`config.mk`:
```
export PLATFORM = sky130hd
export DESIGN_NAME = video_ports_rd
export DESIGN_NICKNAME = d
export VERILOG_FILES = /design/src/rtl/video_rd_pkg.sv /design/src/rtl/video_int_flags.sv /design/src/rtl/video_ports_rd.sv
export SDC_FILE = /design/constraint.sdc
export NUM_CORES = 1
export LEC_CHECK = 0
export CORE_MARGIN = 1.5
export CORE_UTILIZATION = 43
export DETAILED_ROUTE_END_ITERATION = 8
export PLACE_DENSITY = 0.86
export SETUP_SLACK_MARGIN = 0.5
export SLEW_MARGIN = 0
export SYNTH_ARGS = -nofsm -noshare
export SYNTH_HDL_FRONTEND = slang
export SYNTH_HIERARCHICAL = 1
export SYNTH_SLANG_ARGS = --single-unit
```
`constraint.sdc`:
```
create_clock -name clk -period 3.7 [get_ports clk]
set_input_delay 0.74 -clock clk [delete_from_list [all_inputs] [get_ports clk]]
set_output_delay 0.74 -clock clk [all_outputs]
set_load 0.005 [all_outputs]
```
`src/rtl/video_rd_pkg.sv`:
```
// Shared constants for the Z80 video register read side.
package video_rd_pkg;

    localparam int unsigned ADDR_W = 5;
    localparam int unsigned DATA_W = 8;

    localparam logic [ADDR_W-1:0] RD_VCONF   = 5'h00;
    localparam logic [ADDR_W-1:0] RD_VPAGE   = 5'h01;
    localparam logic [ADDR_W-1:0] RD_BORDER  = 5'h02;
    localparam logic [ADDR_W-1:0] RD_PALSEL  = 5'h03;
    localparam logic [ADDR_W-1:0] RD_VLINE_L = 5'h04;
    localparam logic [ADDR_W-1:0] RD_VLINE_H = 5'h05;
    localparam logic [ADDR_W-1:0] RD_HCNT    = 5'h06;
    localparam logic [ADDR_W-1:0] RD_FRAME   = 5'h07;
    localparam logic [ADDR_W-1:0] RD_INTSTAT = 5'h08;
    localparam logic [ADDR_W-1:0] RD_VINT_L  = 5'h09;
    localparam logic [ADDR_W-1:0] RD_VINT_H  = 5'h0A;

    localparam int unsigned INT_FRAME = 0;
    localparam int unsigned INT_LINE  = 1;
    localparam int unsigned INT_OVF   = 2;

    localparam logic [DATA_W-1:0] RD_DEFAULT = 8'hFF;

endpackage

```
`src/rtl/video_int_flags.sv`:
```
// Frame/line interrupt pending flags with overflow, read-to-clear, and the registered IRQ.
module video_int_flags
    import video_rd_pkg::*;
(
    input  logic       clk,
    input  logic       res_n,
    input  logic       int_start,
    input  logic       hint_start,
    input  logic       clr,
    input  logic [1:0] int_mask,
    output logic       frame_pend,
    output logic       line_pend,
    output logic       ovf,
    output logic       irq
);

    // A new event in the clearing cycle wins over the clear.
    always_ff @(posedge clk) begin
        if (!res_n) begin
            frame_pend <= 1'b0;
            line_pend  <= 1'b0;
            ovf        <= 1'b0;
            irq        <= 1'b0;
        end else begin
            frame_pend <= int_start  | (frame_pend & ~clr);
            line_pend  <= hint_start | (line_pend  & ~clr);
            ovf        <= (int_start & frame_pend) | (hint_start & line_pend) | (ovf & ~clr);
            irq        <= (frame_pend & int_mask[INT_FRAME]) | (line_pend & int_mask[INT_LINE]);
        end
    end

endmodule

```
`src/rtl/video_ports_rd.sv`:
```
// Z80 read side of the video register file: config readback, raster snapshot,
// frame counter and read-to-clear interrupt status.
module video_ports_rd
    import video_rd_pkg::*;
(
    input  logic        clk,
    input  logic        res_n,
    input  logic        rd_stb,
    input  logic [4:0]  rd_addr,
    input  logic        int_start,
    input  logic        hint_start,
    input  logic [1:0]  int_mask,
    input  logic [8:0]  vcnt,
    input  logic [7:0]  hcnt,
    input  logic [7:0]  vconf,
    input  logic [7:0]  vpage,
    input  logic [7:0]  border,
    input  logic [7:0]  palsel,
    input  logic [8:0]  vint_beg,
    output logic [7:0]  rd_data,
    output logic        rd_valid,
    output logic        irq
);

    logic       snap_v8;
    logic [7:0] frame_cnt;
    logic       frame_pend;
    logic       line_pend;
    logic       ovf;
    logic [7:0] rd_mux_c;
    logic [7:0] intstat_c;
    logic       stat_clr_c;

    always_comb begin
        intstat_c          = 8'h00;
        intstat_c[INT_FRAME] = frame_pend;
        intstat_c[INT_LINE]  = line_pend;
        intstat_c[INT_OVF]   = ovf;
    end

    assign stat_clr_c = rd_stb && (rd_addr == RD_INTSTAT);

    always_comb begin
        rd_mux_c = RD_DEFAULT;
        case (rd_addr)
            RD_VCONF:   rd_mux_c = vconf;
            RD_VPAGE:   rd_mux_c = vpage;
            RD_BORDER:  rd_mux_c = border;
            RD_PALSEL:  rd_mux_c = palsel;
            RD_VLINE_L: rd_mux_c = vcnt[7:0];
            RD_VLINE_H: rd_mux_c = {7'b0, snap_v8};
            RD_HCNT:    rd_mux_c = hcnt;
            RD_FRAME:   rd_mux_c = frame_cnt;
            RD_INTSTAT: rd_mux_c = intstat_c;
            RD_VINT_L:  rd_mux_c = vint_beg[7:0];
            RD_VINT_H:  rd_mux_c = {7'b0, vint_beg[8]};
            default:    rd_mux_c = RD_DEFAULT;
        endcase
    end

    // Read data register; the high line bit is frozen when the low byte is read.
    always_ff @(posedge clk) begin
        if (!res_n) begin
            rd_data   <= RD_DEFAULT;
            rd_valid  <= 1'b0;
            snap_v8   <= 1'b0;
            frame_cnt <= 8'h00;
        end else begin
            rd_valid <= rd_stb;
            if (rd_stb) begin
                rd_data <= rd_mux_c;
                if (rd_addr == RD_VLINE_L) begin
                    snap_v8 <= vcnt[8];
                end
            end
            if (int_start) begin
                frame_cnt <= frame_cnt + 8'(1);
            end
        end
    end

    video_int_flags u_int_flags (
        .clk        (clk),
        .res_n      (res_n),
        .int_start  (int_start),
        .hint_start (hint_start),
        .clr        (stat_clr_c),
        .int_mask   (int_mask),
        .frame_pend (frame_pend),
        .line_pend  (line_pend),
        .ovf        (ovf),
        .irq        (irq)
    );

endmodule

```
==> metrics.yaml, run 1 <==
clk_pin_slew_ns: 0.13
required_ns: 3.91
setup.worst_path.class: "input pin to flip-flop"
max_slew.worst_pin.slew_ns: 0.739
setup_viol: 0
drt-total-wl_mm: 4.72
dieArea_um2: 3930
timing.final.crit_share_pct: 65.8
cts.repair_timing.setup_buffer_count: 0
antenna_violating_nets_post_route: 0
asyncSetResetFlopFracSynth_pct: 0
r2r_setup_slack_ns: 2.40
post-route-drc-count: 0
antenna-diode-count: 0
worst_skew_pair.late_latency_ns: 0.32
clockBufferDepth: 2
yosys_warnings: 6
cts_resized: 0
syn_avg_cell_area_um2: 8.62
rsz0062_at_grt: "no"
io_buffers: 79
design.portCount: 80
fmax_mhz: 411
synth_ff_type: "sky130_fd_sc_hd__dfxtp_1"
grt_max_degree: 20
synth_cell_types: 52
drt-pass1-iter-count: 4
core_um2: 3390
num_vias: 1703
status: "completed"
cts-buffers-inserted: 3
skew_ns: 0.00310
worstHoldPathType: "flip-flop to flip-flop"
number_of_rows_in_the_core_area: 21
tritoncts: "yes"
dp.final_hpwl_mm: 3.68
switching_part_of_the_total_power_pct: 24.3
preCtsSetupSlack_ns: 0.924
synthesized_nets: 249
dr.first_iter.drc_count: 113
synth_seq_area_share_pct: 28.7
cp_max_fo: 9
cts_hold_buffers: 0
power_density_over_cell_area_nw_per_um2: 256
die_span_in_y_um: 62.7
cp_startpoint_kind: "input pin"
tritoncts_num_sinks: 22
cellLeakagePower_nw: 0.878
h_tree_levels: 1
grt_antenna_before_repair: 0
track_usage_pct: 24.1
worst_ir_drop_vdd_v: 0.000234
clock_power_share_pct: 30.9
initial_core_util_pct: 45.3
area.growth.synth_to_final_pct: 55.2
hold_viol_final: 0
slew_limit_fails: 0
pwr-share-seq_pct: 41.8
net_switching_uw: 148
syn-instance-count: 178
synth_edf_count: 0
routed_wire_length_per_instance_um: 15.9
place.gp.congestion: 0.935
arrival_ns: 2.65
final_period_minus_worst_setup_slack_ns: 2.43
post-layout-total-power_uw: 610
finalCoreUtilization_pct: 70.2
design.final.nets: 323
via_per_inst: 5.73
cellInternalPower_uw: 462
critical_path.endpoint_type: "flip-flop"
postSynthRegisterBits: 22
first_pass_grt_wire_length_mm: 7.67
timing.max_slew.rel_slack_pct: 50.6
grt_overflow: 0
fp.dieW_um: 62.7
first_global_vias: 1666
post_route_cells_drive_above_1_share_pct: 7.97
cell_chosen_for_the_clock_root: "sky130_fd_sc_hd__clkbuf_4"
timing.setup.tns_ns: 0
synthesized_area_um2: 1530
max-cap-violations: 0
pwr-share-comb_pct: 27.3
final.setup.worst_slack_ns: 1.27
==> cells in the mapped netlist (all sizes together) (3+ instances only) <==
cell / number / area, um^2
dfxtp: 22 / 440
nor2: 15 / 56.3
mux2i: 13 / 130
nand2: 12 / 45.0
buf: 9 / 56.3
a21oi: 8 / 40.0
and2: 7 / 43.8
a31oi: 6 / 37.5
nor2b: 6 / 45.0
nor3: 6 / 57.6
a221oi: 5 / 43.8
and3: 5 / 31.3
o21ai: 5 / 28.8
nor4: 4 / 25.0
xnor2: 4 / 35.0
a22oi: 3 / 22.5
a32oi: 3 / 26.3
and3b: 3 / 26.3
clkbuf: 3 / 12.5
mux2: 3 / 33.8
nand4: 3 / 18.8
==> flip-flops by register name, indices dropped and copies added (netlist names) <==
signal / flops
frame_cnt: 8
snap_v8: 1
rd_valid: 1
u_int_flags/irq: 1
u_int_flags/line_pend: 1
u_int_flags/frame_pend: 1
rd_data: 8
u_int_flags/ovf: 1
==> path summary, 6_finish.rpt <==
check | from | endpoint | cells after the start
setup / recovery | rd_addr[2] | rd_data[7] | 6
hold / removal | rd_data[4] | rd_data[4] | 2
setup reg to reg | frame_cnt[2] | frame_cnt[7] | 3
hold reg to reg | rd_data[4] | rd_data[4] | 2
==> cell usage in the layout, fill, tap and decap left out, types with 4 or more instances in the layout <==
master / instances
sky130_fd_sc_hd__mux2i_1: 13
sky130_fd_sc_hd__nor4_1: 4
sky130_fd_sc_hd__and3_1: 5
sky130_fd_sc_hd__a221oi_1: 5
sky130_fd_sc_hd__o21ai_0: 4
sky130_fd_sc_hd__and2_1: 7
sky130_fd_sc_hd__clkdlybuf4s50_1: 79
sky130_fd_sc_hd__a21oi_1: 8
sky130_fd_sc_hd__nor2_1: 15
sky130_fd_sc_hd__nor2b_1: 5
sky130_fd_sc_hd__a31oi_1: 6
sky130_fd_sc_hd__dfxtp_1: 22
sky130_fd_sc_hd__xnor2_1: 4
sky130_fd_sc_hd__nand2_1: 12
==> final cells by class <==
cell class	count	area, um^2
Clock inverter	1	30.0
Sequential cell	22	440
Timing Repair Buffer	81	806
Clock buffer	3	22.5
Multi-Input combinational cell	142	1020
Inverter	2	7.51
Fill cell	276	1010
Tap cell	46	57.6
==> critical path, cell delays in order <==
cell and delay, ns:
sky130_fd_sc_hd__clkdlybuf4s50_1 0.63, sky130_fd_sc_hd__buf_4 0.30, sky130_fd_sc_hd__nor2b_4 0.15, sky130_fd_sc_hd__and3_1 0.28
sky130_fd_sc_hd__a2111oi_0 0.42, sky130_fd_sc_hd__a31oi_1 0.13
==> logic make-up (layout without fill, tap and decap cells) <==
kind of cell    Yosys count  after routing  share of synthesized area (%)
mux                      16             16                           10.7
simple gates             73             73                           28.5
xor+xnor                  5              5                           2.85
compound gates           47             47                           23.5
flops                    22             22                           28.7
buf+inv                  14             87                           4.97
fa+ha+maj                 1              1                          0.816
==> power by group through the flow <==
stage	combinational, mW	sequential, mW	clock, mW
after floorplan	0.0655	0.260	0
after global placement	0.163	0.260	0
after detailed placement	0.165	0.261	0
after CTS	0.166	0.255	0.192
after global routing	0.178	0.257	0.203
final	0.167	0.255	0.188
==> routing by layer <==
metal	part of all wire, %	GRT usage (%)	up-vias
li1	-	-	826
met1	42	29.8	786
met3	7.4	5.95	12
met4	2.3	7.50	0
met2	48	41.1	79
met5	0	0	-
==> through the flow <==
step	cells	hold slack [ns]	area (um^2)
2_1_floorplan	178	0.457	1530
3_3_place_gp	293	0.473	2330
3_5_place_dp	293	0.480	2330
4_1_cts	297	0.498	2380
5_1_grt	297	0.519	2380
6_report	297	0.495	2380
(Power assumes the default switching activity.)
==> run 2: changes to the inputs <==
--- a/config.mk
+++ b/config.mk
@@ -6,9 +6,9 @@
 export NUM_CORES = 1
 export LEC_CHECK = 0
 export CORE_MARGIN = 1.5
-export CORE_UTILIZATION = 43
+export CORE_UTILIZATION = 40
 export DETAILED_ROUTE_END_ITERATION = 8
-export PLACE_DENSITY = 0.86
+export PLACE_DENSITY = 0.81
 export SETUP_SLACK_MARGIN = 0.5
 export SLEW_MARGIN = 0
 export SYNTH_ARGS = -nofsm -noshare
==> constraint.sdc (replaced) <==
create_clock -name clk -period 2.3 [get_ports clk]
set_input_delay 0.46 -clock clk [delete_from_list [all_inputs] [get_ports clk]]
set_output_delay 0.46 -clock clk [all_outputs]
set_load 0.005 [all_outputs]
==> metrics.yaml, run 2 (synthesis gave the netlist of run 1 again) <==
tritoncts_num_sinks: 22  # unchanged
post-route-drc-count: 0  # unchanged
dp.final_hpwl_mm: 3.91  # +6.4%
setup.worst_path.class: "input pin to flip-flop"
clockBufferDepth: 2  # unchanged
design.portCount: 80  # unchanged
cp_max_fo: 8  # -1
switching_part_of_the_total_power_pct: 26.3  # +2.0 points
clk_pin_slew_ns: 0.08  # -0.05 ns
max-cap-violations: 0  # unchanged
core_um2: 3660  # +8.0%
hold_viol_final: 0  # unchanged
antenna-diode-count: 0  # unchanged
layout_top_registers: "frame_cnt: 8 flops, rd_data: 8 flops"
worstHoldPathType: "flip-flop to flip-flop"
via_per_inst: 5.79  # +0.93%
drt-total-wl_mm: 5.10  # +8.1%
number_of_rows_in_the_core_area: 22  # +4.8%
rsz0062_at_grt: "no"
arrival_ns: 1.87  # -0.78 ns
num_vias: 1794  # +5.3%
dr.first_iter.drc_count: 131  # +16%
io_buffers: 79  # unchanged
routed_wire_length_per_instance_um: 16.5  # +3.5%
grt_antenna_before_repair: 0  # unchanged
layout_commonest_cell: "sky130_fd_sc_hd__clkdlybuf4s50_1"
timing.setup.tns_ns: 0  # unchanged
required_ns: 2.45  # -1.46 ns
worst_skew_pair.late_latency_ns: 0.27  # -0.05 ns
design.final.nets: 335  # +3.7%
cts-buffers-inserted: 3  # unchanged
status: "completed"
net_switching_uw: 249  # +68%
clock_power_share_pct: 26.1  # -4.8 points
slew_limit_fails: 0  # unchanged
timing.final.crit_share_pct: 75.0
cellLeakagePower_nw: 0.948  # +8.0%
fp.dieW_um: 64.9  # +3.5%
post-layout-total-power_uw: 945  # +55%
worst_ir_drop_vdd_v: 0.000264  # +13%
post_route_cells_drive_above_1_share_pct: 13.0  # +5.0 points
dieArea_um2: 4220  # +7.1%
power_density_over_cell_area_nw_per_um2: 377  # +47%
max_slew.worst_pin.slew_ns: 0.381  # -0.358 ns
grt_max_degree: 17  # -15%
first_global_vias: 1705  # +2.3%
instances_no_fill: 310  # +4.4%
first_pass_grt_wire_length_mm: 8.20  # +6.9%
pwr-share-comb_pct: 30.4  # +3.1 points
cts_hold_buffers: 0  # unchanged
placedCellCount: 305  # +4.1%
cell_chosen_for_the_clock_root: "sky130_fd_sc_hd__clkbuf_8"
antenna_violating_nets_post_route: 0  # unchanged
final.hold.worst_slack_ns: 0.489  # -0.00656 ns
preCtsSetupSlack_ns: 0.0705  # -0.853 ns
critical_path.endpoint_type: "flip-flop"
finalCoreUtilization_pct: 68.4  # -1.9 points
timing.max_slew.rel_slack_pct: 74.6  # +24 points
pwr-share-seq_pct: 43.5  # +1.7 points
initial_core_util_pct: 41.9  # -3.4 points
fmax_mhz: 580
setup_viol: 0  # unchanged
nFillCells: 308  # +12%
finish.instance_area_um2: 2500  # +5.1%
place.gp.congestion: 0.899  # -3.8%
area.growth.synth_to_final_pct: 63.1
cellInternalPower_uw: 696  # +51%
dpl-instance-area_um2: 2420  # +3.9%
h_tree_levels: 1  # unchanged
cp_startpoint_kind: "input pin"
drt-pass1-iter-count: 5  # +1
tritoncts: "yes"
skew_ns: 0.00127  # -0.00183 ns
final_period_minus_worst_setup_slack_ns: 1.72
final.setup.worst_slack_ns: 0.576  # -0.690 ns
track_usage_pct: 25.0  # +0.88 points
most-common-layout-cells: "74 x sky130_fd_sc_hd__clkdlybuf4s50_1, 22 x sky130_fd_sc_hd__dfxtp_1, 15 x sky130_fd_sc_hd__nor2_1"
grt_overflow: 0  # unchanged
die_span_in_y_um: 64.9  # +3.5%
-- run 2: repair_timing --
item / in CTS / in global routing
buffers inserted: 2 / 0
resized for setup: 10 / 2
setup endpoints to repair: 7 / 1
pin swaps: 1 / 0
-- run 2: cell type report --
type                    count  area (um^2)  share of cell area [%]
clock buffers               3         41.3                    1.65
multi-input cells         142         1040                    41.7
inverters                   2         7.51                   0.300
flip-flops and latches     22          440                    17.6
well taps                  48         60.1                    2.40
repair buffers             93          910                    36.3
-- run 2: worst paths after layout --
| path | startpoint | endpoint | slack [ns] | cells past startpoint |
|---|---|---|---|---|
| setup / recovery | rd_addr[3] | rd_data[0] | 0.58 | 6 |
| hold / removal | frame_cnt[7] | frame_cnt[7] | 0.49 | 2 |
| setup reg to reg | frame_cnt[2] | frame_cnt[7] | 1.06 | 3 |
| hold reg to reg | frame_cnt[7] | frame_cnt[7] | 0.49 | 2 |
-- run 2: power groups by stage --
stage / registers (mW) / clock network (mW) / logic, mW
floorplan: 0.418 / 0 / 0.105
global placement: 0.419 / 0 / 0.280
detailed placement: 0.420 / 0 / 0.280
CTS: 0.411 / 0.250 / 0.282
global route: 0.413 / 0.265 / 0.308
finish: 0.411 / 0.246 / 0.287
-- run 2: worst max-delay path: stages --
cell and delay [ns]:
sky130_fd_sc_hd__dlygate4sd2_1 0.42, sky130_fd_sc_hd__buf_4 0.26, sky130_fd_sc_hd__nor3_4 0.06, sky130_fd_sc_hd__buf_4 0.14, sky130_fd_sc_hd__a221oi_1 0.40, sky130_fd_sc_hd__a31oi_1 0.13
-- run 2: routing by layer --
| layer | routed length (um) | global-route usage (%) |
|---|---|---|
| met5 | 0 | 0 |
| met3 | 486 | 4.69 |
| met2 | 2300 | 39.0 |
| met1 | 2160 | 34.0 |
| met4 | 158 | 9.04 |
==> run 3: changes to the inputs <==
==> constraint.sdc (replaced) <==
create_clock -name clk -period 1.7 [get_ports clk]
set_input_delay 0.34 -clock clk [delete_from_list [all_inputs] [get_ports clk]]
set_output_delay 0.34 -clock clk [all_outputs]
set_load 0.005 [all_outputs]
==> metrics.yaml, run 3 (synthesis gave the netlist of run 1 again) <==
antenna-diode-count: 0  # unchanged
dr.first_iter.drc_count: 153  # +17%
place.gp.congestion: 0.911  # +1.2%
switching_part_of_the_total_power_pct: 29.4  # +3.0 points
layout_top_registers: "frame_cnt: 8 flops, rd_data: 8 flops"
antenna_violating_nets_post_route: 0  # unchanged
setup.worst_path.class: "input pin to flip-flop"
first_pass_grt_wire_length_mm: 9.29  # +13%
worst_skew_pair.late_latency_ns: 0.27  # about the same
setup_viol: 0  # unchanged
via_per_inst: 5.95  # +2.8%
num_vias: 2046  # +14%
layout_commonest_cell: "sky130_fd_sc_hd__clkdlybuf4s50_1"
max_slew.worst_pin.slew_ns: 0.458  # +0.0775 ns
crit-reg2reg-capture: "rd_data[6]"
path_delay_family: "simple AND/OR/NAND/NOR gates"
cp_max_fo: 5  # -3
clk_pin_slew_ns: 0.09  # about the same
r2r_setup_slack_ns: 0.46  # -0.60 ns
cpPeakStageDelay_ns: 0.43  # about the same
drt-pass1-iter-count: 5  # unchanged
critical_path.endpoint_type: "flip-flop"
cell_chosen_for_the_clock_root: "sky130_fd_sc_hd__clkbuf_8"
skew_ns: 0.00125  # -0.0000231 ns
pwr-share-seq_pct: 39.4  # -4.1 points
die_span_in_y_um: 64.9  # unchanged
tritoncts_num_sinks: 22  # unchanged
max-cap-violations: 0  # unchanged
cellLeakagePower_nw: 1.26  # +33%
h_tree_levels: 1  # unchanged
tritoncts: "yes"
timing.reg2reg.worst_path_depth: 4  # +1
most-common-layout-cells: "51 x sky130_fd_sc_hd__clkdlybuf4s50_1, 35 x sky130_fd_sc_hd__buf_4, 14 x sky130_fd_sc_hd__nor2_1"
crit_path_cells: "buf_8, or3b_4, nor3_4, buf_6, a32oi_1, a31oi_1"
cellInternalPower_uw: 996  # +43%
cp_num_cells: 6  # unchanged
core_um2: 3660  # unchanged
slew_limit_fails: 0  # unchanged
clockBufferDepth: 2  # unchanged
fp.dieW_um: 64.9  # unchanged
grt_max_degree: 15  # -2
first_global_vias: 1966  # +15%
initial_core_util_pct: 41.9  # unchanged
area.growth.synth_to_final_pct: 99.4
timing.max_slew.rel_slack_pct: 69.2  # -5.4 points
power_density_over_cell_area_nw_per_um2: 461  # +22%
rsz0062_at_grt: "yes"
final_period_minus_worst_setup_slack_ns: 1.37
design.portCount: 80  # unchanged
startpoint_of_the_worst_slack_reg_to_reg_timing_path: "frame_cnt[6]"
arrival_ns: 1.55  # -0.32 ns
hold_viol_final: 0  # unchanged
dp.final_hpwl_mm: 4.06  # +3.8%
fmax_mhz: 732
status: "completed"
design.final.nets: 369  # +10%
routed_wire_length_per_instance_um: 20.6  # +25%
crit_path_top_delay_cell: "sky130_fd_sc_hd__or3b_4"
clock_power_share_pct: 25.1  # -1.0 points
drt-total-wl_mm: 7.07  # +39%
instances_no_fill: 344  # +11%
track_usage_pct: 28.8  # +3.8 points
cts-buffers-inserted: 3  # unchanged
finalCoreUtilization_pct: 83.6  # +15 points
timing.final.crit_share_pct: 80.3
post_route_cells_drive_above_1_share_pct: 38.5  # +26 points
number_of_rows_in_the_core_area: 22  # unchanged
cp_startpoint_kind: "input pin"
required_ns: 1.89  # -0.56 ns
pwr-share-comb_pct: 35.5  # +5.1 points
net_switching_uw: 414  # +66%
worst_ir_drop_vdd_v: 0.000518  # +96%
post-route-drc-count: 0  # unchanged
worstHoldPathType: "flip-flop to flip-flop"
grt_antenna_before_repair: 0  # unchanged
dieArea_um2: 4220  # unchanged
critical_path.n_buffers_inverters: 2  # -1
grt_overflow: 0  # unchanged
placedCellCount: 325  # +6.6%
io_buffers: 79  # unchanged
worst_setup_path_endpoint: "rd_data[7]"
worst_setup_path_startpoint: "rd_addr[4]"
==> run 3: how the worst min path moves through the flow <==
| stage | slack [ns] | end | cells after the start | from |
|---|---|---|---|---|
| global route | 0.52 | rd_data[3] | 2 | rd_data[3] |
| detailed placement | 0.48 | rd_data[3] | 2 | rd_data[3] |
| floorplan | 0.46 | frame_cnt[7] | 2 | frame_cnt[7] |
| CTS | 0.49 | rd_data[7] | 2 | rd_data[7] |
| global placement | 0.47 | frame_cnt[7] | 2 | frame_cnt[7] |
| finish | 0.50 | rd_data[5] | 2 | rd_data[5] |
==> run 3: timing repair <==
item                                    4_1_cts  5_1_grt
endpoints found under the setup margin       26       25
resized for setup                            88       48
pin swaps                                    23       22
hold buffers                                  0        0
gates cloned                                  1        0
buffers inserted                              7        8
==> run 3: power by group through the flow <==
stage,clock network [mW],logic [mW],registers [mW]
after global routing,0.378,0.526,0.558
after detailed placement,0,0.417,0.567
after CTS,0.340,0.454,0.557
after floorplan,0,0.149,0.566
final,0.354,0.501,0.555
after global placement,0,0.414,0.567
==> run 3: final cells by class <==
type	count	area [um^2]
clock buffers	3	41.3
fillers	198	602
inverters	2	15.0
multi-input cells	142	1240
flip-flops and latches	22	464
well taps	48	60.1
repair buffers	127	1240
==> run 3: worst min-delay path, cell delays in order, from the launching register on <==
cell and delay, ns:
sky130_fd_sc_hd__dfxtp_2 0.33, sky130_fd_sc_hd__nor2_1 0.10, sky130_fd_sc_hd__a31oi_1 0.04
==> run 3: layer usage <==
metal | track usage, % | vias up | share of wire [%]
li1 | - | 920 | -
met1 | 33.8 | 961 | 37
met2 | 52.1 | 136 | 51
met3 | 5.73 | 29 | 7.6
met4 | 9.31 | 0 | 4.5
met5 | 0 | - | 0
==> run 3: through the flow <==
step	cell area, um^2	setup slack [ns]	hold WS (ns)	setup TNS (ns)	power (mW)
floorplan	1570	0.287	0.457	0	0.714
global placement	2600	-0.276	0.474	-2.32	0.981
detailed placement	2600	-0.323	0.480	-2.78	0.984
CTS	2850	0.396	0.490	0	1.35
global route	3060	0.289	0.523	0	1.46
finish	3060	0.335	0.498	0	1.41
